**config.mk**
```make
export PLATFORM = sky130hd
export DESIGN_NAME = sobel_window_buffer
export DESIGN_NICKNAME = d
export VERILOG_FILES = /design/src/rtl/edge_pkg.sv /design/src/rtl/line_buffer.sv /design/src/rtl/sobel_window_buffer.sv
export SDC_FILE = /design/constraint.sdc
export NUM_CORES = 1
export LEC_CHECK = 0
export CAP_MARGIN = 10
export CORE_MARGIN = 3
export CORE_UTILIZATION = 45
export DETAILED_ROUTE_END_ITERATION = 7
export PLACE_DENSITY_LB_ADDON = 0.1
export SLEW_MARGIN = 20
export SYNTH_ARGS = -nofsm -noshare
export SYNTH_HDL_FRONTEND = slang
export SYNTH_HIERARCHICAL = 1
export SYNTH_SLANG_ARGS = --single-unit
```
**constraint.sdc**
```tcl
create_clock -name clk -period 4.8 [get_ports clk]
set_input_delay 1.2 -clock clk [delete_from_list [all_inputs] [get_ports clk]]
set_output_delay 1.2 -clock clk [all_outputs]
set_load 0.01 [all_outputs]
```
**src/rtl/edge_pkg.sv**
```systemverilog
// Shared types for the edge-detection pipeline: window buffer FSM states
// and the 3x3 window bundle consumed by the Sobel stage.
package edge_pkg;

   typedef enum logic [1:0] {
      IDLE,
      RUN,
      FLUSH,
      DONE
   } winbuf_state_t;

   localparam int PIX_W = 8;

   // [0]=top-left .. [8]=bottom-right, row-major
   typedef logic [8:0][PIX_W-1:0] window_t;

endpackage

```
**src/rtl/line_buffer.sv**
```systemverilog
// One image row of pixels, single port indexed by column.
// Read is combinational, so a same-cycle write lands after the read.
module line_buffer
   import edge_pkg::*;
#(
   parameter int BIT_PER_PIXEL = 8,
   parameter int MAX_WIDTH     = 64
) (
   input  logic                         clk,
   input  logic [$clog2(MAX_WIDTH)-1:0] addr,
   input  logic                         we,
   input  logic [BIT_PER_PIXEL-1:0]     wdata,
   output logic [BIT_PER_PIXEL-1:0]     rdata
);

   logic [BIT_PER_PIXEL-1:0] mem [MAX_WIDTH];

   assign rdata = mem[addr];

   always_ff @(posedge clk) begin
      if (we) mem[addr] <= wdata;
   end

endmodule

```
**src/rtl/sobel_window_buffer.sv**
```systemverilog
// Streams raster pixels in, emits every interior 3x3 window with its centre.
// Define WINBUF_OVERRUN_CHECK_EN to add the sticky overrun_err output.
module sobel_window_buffer
   import edge_pkg::*;
#(
   parameter int BIT_PER_PIXEL = 8,
   parameter int MAX_WIDTH     = 64,
   parameter int DIM_BITS      = 7
) (
   input  logic                          clk,
   input  logic                          n_rst,
   input  logic                          start,
   input  logic [DIM_BITS-1:0]           img_width,
   input  logic [DIM_BITS-1:0]           img_height,
   input  logic [BIT_PER_PIXEL-1:0]      pix_in,
   input  logic                          pix_valid,
   output logic                          pix_ready,
   output logic [8:0][BIT_PER_PIXEL-1:0] win_out,
   output logic                          win_valid,
   input  logic                          win_ready,
   output logic [DIM_BITS-1:0]           win_row,
   output logic [DIM_BITS-1:0]           win_col,
   output logic                          frame_done,
   output logic                          busy
`ifdef WINBUF_OVERRUN_CHECK_EN
   ,
   output logic                          overrun_err
`endif
);

   localparam int AW = $clog2(MAX_WIDTH);

   typedef logic [BIT_PER_PIXEL-1:0] pix_t;

   winbuf_state_t state, state_nx;

   logic [DIM_BITS-1:0] width, height, row, col;
   pix_t                lb0_rd, lb1_rd;
   pix_t [1:0]          sr_top, sr_mid, sr_bot;
   logic                legal, take, last_pix, emit, row_start;

   assign legal = start
               && img_width  >= DIM_BITS'(3)
               && img_width  <= DIM_BITS'(MAX_WIDTH)
               && img_height >= DIM_BITS'(3);

   assign pix_ready = (state == RUN) && (!win_valid || win_ready);
   // a restarting start wins over a same-cycle pixel
   assign take      = pix_valid && pix_ready && !legal;
   assign last_pix  = (row == height - DIM_BITS'(1))
                   && (col == width - DIM_BITS'(1));
   assign row_start = (col == '0);
   assign emit      = take && row >= DIM_BITS'(2) && col >= DIM_BITS'(2);

   assign busy       = (state != IDLE);
   assign frame_done = (state == DONE);

   line_buffer #(
      .BIT_PER_PIXEL(BIT_PER_PIXEL),
      .MAX_WIDTH    (MAX_WIDTH)
   ) linebuf0 (
      .clk  (clk),
      .addr (col[AW-1:0]),
      .we   (take),
      .wdata(pix_in),
      .rdata(lb0_rd)
   );

   line_buffer #(
      .BIT_PER_PIXEL(BIT_PER_PIXEL),
      .MAX_WIDTH    (MAX_WIDTH)
   ) linebuf1 (
      .clk  (clk),
      .addr (col[AW-1:0]),
      .we   (take),
      .wdata(lb0_rd),
      .rdata(lb1_rd)
   );

   always_comb begin
      state_nx = state;
      if (legal) begin
         state_nx = RUN;
      end else begin
         unique case (state)
            RUN:     if (take && last_pix) state_nx = FLUSH;
            FLUSH:   if (!win_valid || win_ready) state_nx = DONE;
            DONE:    state_nx = IDLE;
            default: state_nx = state;
         endcase
      end
   end

   always_ff @(posedge clk or negedge n_rst) begin
      if (!n_rst) state <= IDLE;
      else        state <= state_nx;
   end

   always_ff @(posedge clk or negedge n_rst) begin
      if (!n_rst) begin
         width  <= '0;
         height <= '0;
         row    <= '0;
         col    <= '0;
      end else if (legal) begin
         width  <= img_width;
         height <= img_height;
         row    <= '0;
         col    <= '0;
      end else if (take) begin
         if (col == width - DIM_BITS'(1)) begin
            col <= '0;
            row <= row + DIM_BITS'(1);
         end else begin
            col <= col + DIM_BITS'(1);
         end
      end
   end

   // two older columns; the newest column comes straight from the buffers
   always_ff @(posedge clk or negedge n_rst) begin
      if (!n_rst) begin
         sr_top <= '0;
         sr_mid <= '0;
         sr_bot <= '0;
      end else if (take) begin
         sr_top <= {lb1_rd, row_start ? pix_t'(0) : sr_top[1]};
         sr_mid <= {lb0_rd, row_start ? pix_t'(0) : sr_mid[1]};
         sr_bot <= {pix_in, row_start ? pix_t'(0) : sr_bot[1]};
      end
   end

   always_ff @(posedge clk or negedge n_rst) begin
      if (!n_rst) begin
         win_valid <= 1'b0;
         win_out   <= '0;
         win_row   <= '0;
         win_col   <= '0;
      end else if (legal) begin
         win_valid <= 1'b0;
      end else if (emit) begin
         win_valid <= 1'b1;
         win_out   <= {pix_in, sr_bot[1], sr_bot[0],
                       lb0_rd, sr_mid[1], sr_mid[0],
                       lb1_rd, sr_top[1], sr_top[0]};
         win_row   <= row - DIM_BITS'(1);
         win_col   <= col - DIM_BITS'(1);
      end else if (win_ready) begin
         win_valid <= 1'b0;
      end
   end

`ifdef WINBUF_OVERRUN_CHECK_EN
   logic [7:0] stall_cnt;

   always_ff @(posedge clk or negedge n_rst) begin
      if (!n_rst) begin
         overrun_err <= 1'b0;
         stall_cnt   <= '0;
      end else if (start) begin
         overrun_err <= 1'b0;
         stall_cnt   <= '0;
      end else begin
         if (win_valid && !win_ready) begin
            if (stall_cnt == 8'hFF) overrun_err <= 1'b1;
            else                    stall_cnt   <= stall_cnt + 8'd1;
         end else begin
            stall_cnt <= '0;
         end
         if (pix_valid && (state == FLUSH || state == DONE))
            overrun_err <= 1'b1;
      end
   end
`endif

endmodule

```
### Word level (Yosys, flattened, before mapping)

Memories as Yosys holds them, arrays and structs flattened.
Index checks and enable logic that the tools add are counted.

| word-level totals | value |
|---|---|
| register bits | 165 |
| word-level logic and storage cells | 84 |
| output and inout bits | 90 |
| bits in writable memories | 1,024 |
| input bits | 27 |
| memories kept | 2 |

Memory list:

| memory | depth | width | read ports | clocked after memory_dff | write ports | RTL line | RTL |
|---|---|---|---|---|---|---|---|
| linebuf0.mem | 64 | 8 | 1 | 0 | 1 | line_buffer.sv:16 | `logic [BIT_PER_PIXEL-1:0] mem [MAX_WIDTH];` |
| linebuf1.mem | 64 | 8 | 1 | 0 | 1 | line_buffer.sv:16 |  |

| operators by class | value |
|---|---|
| reduce and logical (&&, ||, !) cells | 22 |
| equal/unequal tests | 7 |
| add/subtract/negate cells | 6 |
| bitwise gates (word level) | 1 |
| order comparisons | 5 |
| muxes and demuxes | 18 |

Operator list:

| cell | number |
|---|---|
| 7-bit 2-to-1 mux | 6 |
| 7-bit by 2-bit greater-or-equal comparator with 1-bit output (second input constant) | 4 |
| 7-bit by 1-bit subtractor with 7-bit output (second input constant) | 4 |
| 8-bit 2-to-1 mux | 3 |
| 7-bit by 1-bit adder with 7-bit output (second input constant) | 2 |
| 7-bit equality test | 2 |
| 1-bit logical AND | 10 |
| 7-bit less-or-equal comparator (second input constant) | 1 |
| 7-bit zero test | 1 |
| 2-bit 2-to-1 mux | 3 |
| 2-bit case mux with 3 select lines | 1 |
| 2-bit nonzero test | 3 |
| 1-bit 2-to-1 mux | 5 |
| 2-bit equality test (second input constant) | 2 |
| 2-bit AND reduction | 2 |
| 4-bit nonzero test | 1 |
| 3-bit by 2-bit inequality test with 1-bit output (second input constant) | 1 |
| 3-bit inequality test (second input constant) | 1 |
| 3-bit AND reduction | 1 |
| 3-bit nonzero test | 1 |
| 2-bit by 1-bit equality test with 1-bit output (second input constant) | 1 |
| 1-bit zero test | 2 |
| 1-bit logical OR | 1 |
| 1-bit inverter | 1 |

### Depth between registers and ports, before layout

Gate-level depths: netlist of the first run.

| depth | value |
|---|---|
| word-level depth | 10 |
| gate-level depth with buffers | 11 |

### Cells and area by module

The synthesis of the first run kept the hierarchy.

By module, submodules not included:

| module | area each (µm²) | sequential area each (µm²) | times used | cells an instance |
|---|---|---|---|---|
| line_buffer | 20,289.5 | 15,374.7 | 2 | 1,163 |
| sobel_window_buffer | 7,583.5 | 4,129.0 | 1 | 642 |

### Least setup slack after synthesis of the first run

Ideal clock, no wire load.

| path | value |
|---|---|
| path type | flip-flop to flip-flop |
| start point | register col[0] |
| end point | register sr_mid[12] (netlist bit) |
| setup slack | 1.028 ns |
| cell stages (with the launch flop) | 11 |
| data arrival time | 3.638 ns |
| path buffers | 5 |
| path through | dfrtp_1 buf_4 buf_6 buf_2 buf_2 buf_1 a221oi_1 o32ai_1 nor4_1 nand4_1 mux2_2 |

| between the ends | value |
|---|---|
| cells in the longest elaborated chain, start to end | 1 |

RTL lines:

| what | RTL line | RTL |
|---|---|---|
| start, declared | sobel_window_buffer.sv:37 | `logic [DIM_BITS-1:0] width, height, row, col;` |
| start signal, assigned | sobel_window_buffer.sv:115 | `col <= col + DIM_BITS'(1);` |
| memory read 64 x 8 bit | n/a |  |
| net lb0_rd[4] | sobel_window_buffer.sv:38 | `pix_t lb0_rd, lb1_rd;` |
| end signal, assigned | sobel_window_buffer.sv:128 | `sr_mid <= {lb0_rd, row_start ? pix_t'(0) : sr_mid[1]};` |
| end, declared | sobel_window_buffer.sv:39 | `pix_t [1:0] sr_top, sr_mid, sr_bot;` |

The timed path passes the listed nets, and every way through them passes these cells.
A chain may end at the register's enable or synchronous reset.

### Worst setup path in the final report of the first run

| path | value |
|---|---|
| start point | register col[0] |
| end point | register sr_mid[9] (netlist bit) |

Same word-level chain as after synthesis.

==> metrics.txt, run 1 <==
Sw Ratio 0.329; number of synthesized flops with an enable pin about 1,000; register bit count reported by yosys between 1,000 and 1,500; cell-by-cell trace of the critical path clkinv_1 -> buf_4 -> a221o_1 -> a22oi_1 -> nor2_1 -> or4_2 -> buf_12 -> mux2_2; status completed; Post-CTS Setup Inserts 0; Clock power frac 0.284; Layout area overhead 16.0%; R2R Path End sr_mid[9]; initial antenna violation count 4; kind of critical path reg -> reg; final worst slack roughly 0.62 ns; Die ar. between 100,000 and 150,000 um^2; Tightest Pin Transition about 1.1 ns; RSZ-0062 raised after global routing no; Critical Path Source col[0]; CTS tree built; first-pass GRT wire length 193 mm; top_reg_cell synth edfxtp_1; DR pass1 iterations 5; CP Buf/Inv Count 3; H-tree lvl count 3; CP Max Fanout between 60 and 70; clock buffer depth 3; CTS Buf Count 119; Post-Synthesis Cells about 3,000; total track usage 0.234; Routed Wire Length ~130 mm; Async SR Flop Fraction 0.139; final setup fails 0; min Tclk post-route approximately 4.2 ns; Worst-Skew Late Latency slightly above 0.7 ns; Hold WC Path Type reg -> reg; yosys warns 6; nets approximately 3,300; # resized after CTS 0; Post-DRT Antenna Nets 0; Final period util 0.871; min-delay src sr_mid[0]; Setup crit start kind register; vias in the first global route between 20,000 and 30,000; Switch Pwr around 11 mW; Seq pwr share 0.431; post-synth cell types 79; worst vdd ir between 0.4 and 0.5 mV; initial core utilization 0.456; worst setup path endpoint sr_mid[9]; crit-path max cell delay ~0.76 ns; final max-slew violation count 0; power consumption between 30 and 40 mW; gpl congestion 0.899; Via density ~5.9; Crit path max-delay family buffers and inverters; wire per inst approximately 28 um; max-cap viol count 0; DR iter-0 viols 3,051; Die X between 300 and 400 um; R2R cell count 8; setup slack, reg-to-reg about 0.62 ns; DRC violations left 0; Hold Buf Count CTS 0; FMAX 239 MHz; number of port buffers 116; core footprint 106,000 um^2; Final Hold Vio Count 0; Worst Setup End Kind register; internal power ~22 mW; r2r startpoint col[0]; clock-pin slew on the worst setup and hold paths approximately 0.060 ns; skew final 0.0286 ns; Lkg Pwr 19.1 nW; CP max stage cell clkinv_1; # rows roughly 120; syn_nets 3,008; share of layout cells above drive strength 1 0.201; Req. time, crit path between 5 and 6 ns; vias between 20,000 and 30,000; largest net degree at the start of global routing between 90 and 100; Gate power share 0.285; dpl ws a little over 0.4 ns; CP Depth 8; Vert. Die Dim between 300 and 400 um; aggregate global routing overflow 0; Ports between 100 and 150; power per cell area around 580 nW/um^2; Slew headroom 0.237; mapped cell area between 40,000 and 50,000 um^2; worst path arrival time approximately 4.8 ns; Final TNS setup 0 ns; Seq/Total Area, Yosys 0.724; Layout Utilization 0.529; Root Buffer clkbuf_16; synthesized area per cell ~16 um^2; CTS sink cnt roughly 1,200; HPWL after DPL 82.9 mm
[stage by stage]
stage,hold slack [ns],instances,cell area (um^2)
floorplan,0.446,2968,48200
global placement,0.460,4505,52000
detailed placement,0.471,4505,52000
CTS,0.485,4732,55900
global route,0.504,4732,55900
finish,0.477,4734,55900
[layer usage]
metal,global-route usage,vias up,part of all wire
li1,-,12200,-
met1,0.349,14600,0.45
met2,0.361,1121,0.46
met3,0.0384,172,0.077
met4,0.0588,0,0.020
met5,0,-,0
[worst min-delay path by stage]
stage | cells after the start | end
floorplan | 2 | sr_bot[0]
global placement | 2 | sr_bot[0]
detailed placement | 2 | sr_mid[1]
CTS | 2 | sr_top[3]
global route | 2 | sr_mid[0]
finish | 2 | sr_mid[0]
[state kept, by name (all words and copies together) (netlist names), 16 cells and up]
signal,cells
linebuf0/mem,512
win_out,72
sr_top,16
sr_mid,16
linebuf1/mem,512
sr_bot,16
[kinds of logic after synthesis]
| family | after synthesis | synth area share |
|---|---|---|
| xor gates and xnor gates | 25 | 0.00483 |
| DFF | 1189 | 0.724 |
| muxes | 344 | 0.0982 |
| and+or+nand+nor | 645 | 0.0667 |
| adders and majority gates | 13 | 0.00338 |
| buffers and inverters | 227 | 0.0233 |
| AOI/OAI and AO/OA | 525 | 0.0795 |
[power groups by stage]
stage	combinational [mW]	clock, mW	sequential, mW
after floorplan	4.82	0	14.1
after CTS	9.28	9.37	13.9
final	9.22	9.17	13.9
after global placement	9.14	0	14.1
after detailed placement	9.26	0	14.1
after global routing	9.78	9.79	14.0
[worst reg2reg max path, stage by stage, from the launching register on]
cell      delay (ns)
dfrtp_4         0.64
clkinv_1        0.79
buf_4           0.54
a221o_1         0.42
a22oi_1         0.28
nor2_1          0.08
or4_2           0.73
buf_12          0.23
mux2_2          0.35
[final cells by class]
cell class | instances | area (um^2)
Antenna cell | 2 | 5.00
Clock buffer | 148 | 3130
Clock inverter | 79 | 743
Fill cell | 8578 | 49800
Inverter | 29 | 109
Multi-Input combinational cell | 1552 | 12200
Sequential cell | 1189 | 34900
Tap cell | 1391 | 1740
Timing Repair Buffer | 344 | 3070
[cell usage in the layout (no fill, tap or decap), drive strengths merged, types with 15 or more instances in the layout]
master | synthesis | layout
a31oi | 34 | 34
clkinv | 1 | 58
mux2 | 131 | 131
o221ai | 19 | 19
o21ai | 63 | 63
inv | 28 | 32
nand2 | 201 | 201
edfxtp | 1024 | 1024
o22a | 22 | 22
nand3b | 28 | 28
and4 | 15 | 15
and2 | 22 | 22
a22oi | 80 | 80
a211oi | 15 | 15
buf | 109 | 237
nand2b | 53 | 53
nand3 | 26 | 26
nor2b | 18 | 18
and3 | 24 | 24
clkdlybuf4s50 | 0 | 107
a221o | 23 | 23
o22ai | 47 | 47
dfrtp | 165 | 165
a21oi | 68 | 68
mux4 | 82 | 82
clkbuf | 89 | 148
a22o | 20 | 20
nor2 | 180 | 180
a221oi | 42 | 42
mux2i | 131 | 131
[cells in the mapped netlist, types with 10 or more instances]
master | n | area (um^2)
mux2_1 | 14 | 158
a22oi_1 | 80 | 601
dfrtp_1 | 165 | 4130
a221o_1 | 23 | 230
edfxtp_1 | 1024 | 30700
o2bb2ai_1 | 14 | 123
o22a_1 | 22 | 193
nor2_1 | 180 | 676
nand3_1 | 26 | 130
and2_1 | 20 | 125
xnor2_1 | 11 | 96.3
mux2_4 | 26 | 390
o22ai_1 | 47 | 294
nand2_1 | 201 | 754
o21ai_0 | 58 | 290
mux2i_1 | 131 | 1310
and4_1 | 15 | 131
a221oi_1 | 42 | 368
nor2b_1 | 18 | 113
mux4_2 | 82 | 1850
a21oi_1 | 68 | 340
nand2b_1 | 53 | 332
xor2_1 | 13 | 114
clkbuf_1 | 89 | 334
a211oi_1 | 15 | 113
or3b_2 | 11 | 96.3
ha_1 | 13 | 163
o221ai_1 | 19 | 166
buf_6 | 10 | 113
and3_1 | 24 | 150
a31oi_1 | 34 | 213
buf_2 | 68 | 340
mux2_2 | 91 | 1020
inv_1 | 28 | 105
o31ai_1 | 10 | 75.1
nand3b_1 | 28 | 210
nor3_1 | 12 | 60.1
buf_4 | 14 | 105
buf_1 | 13 | 48.8
a22o_1 | 20 | 175
a32oi_1 | 14 | 123
(Power assumes the default switching activity.)
==> inputs of run 2 (changes only) <==
Settings changed: GPL_ROUTABILITY_DRIVEN from default to 0.
==> results of run 2 <==
Final layout, timing and power as in run 1 (identical DEF).
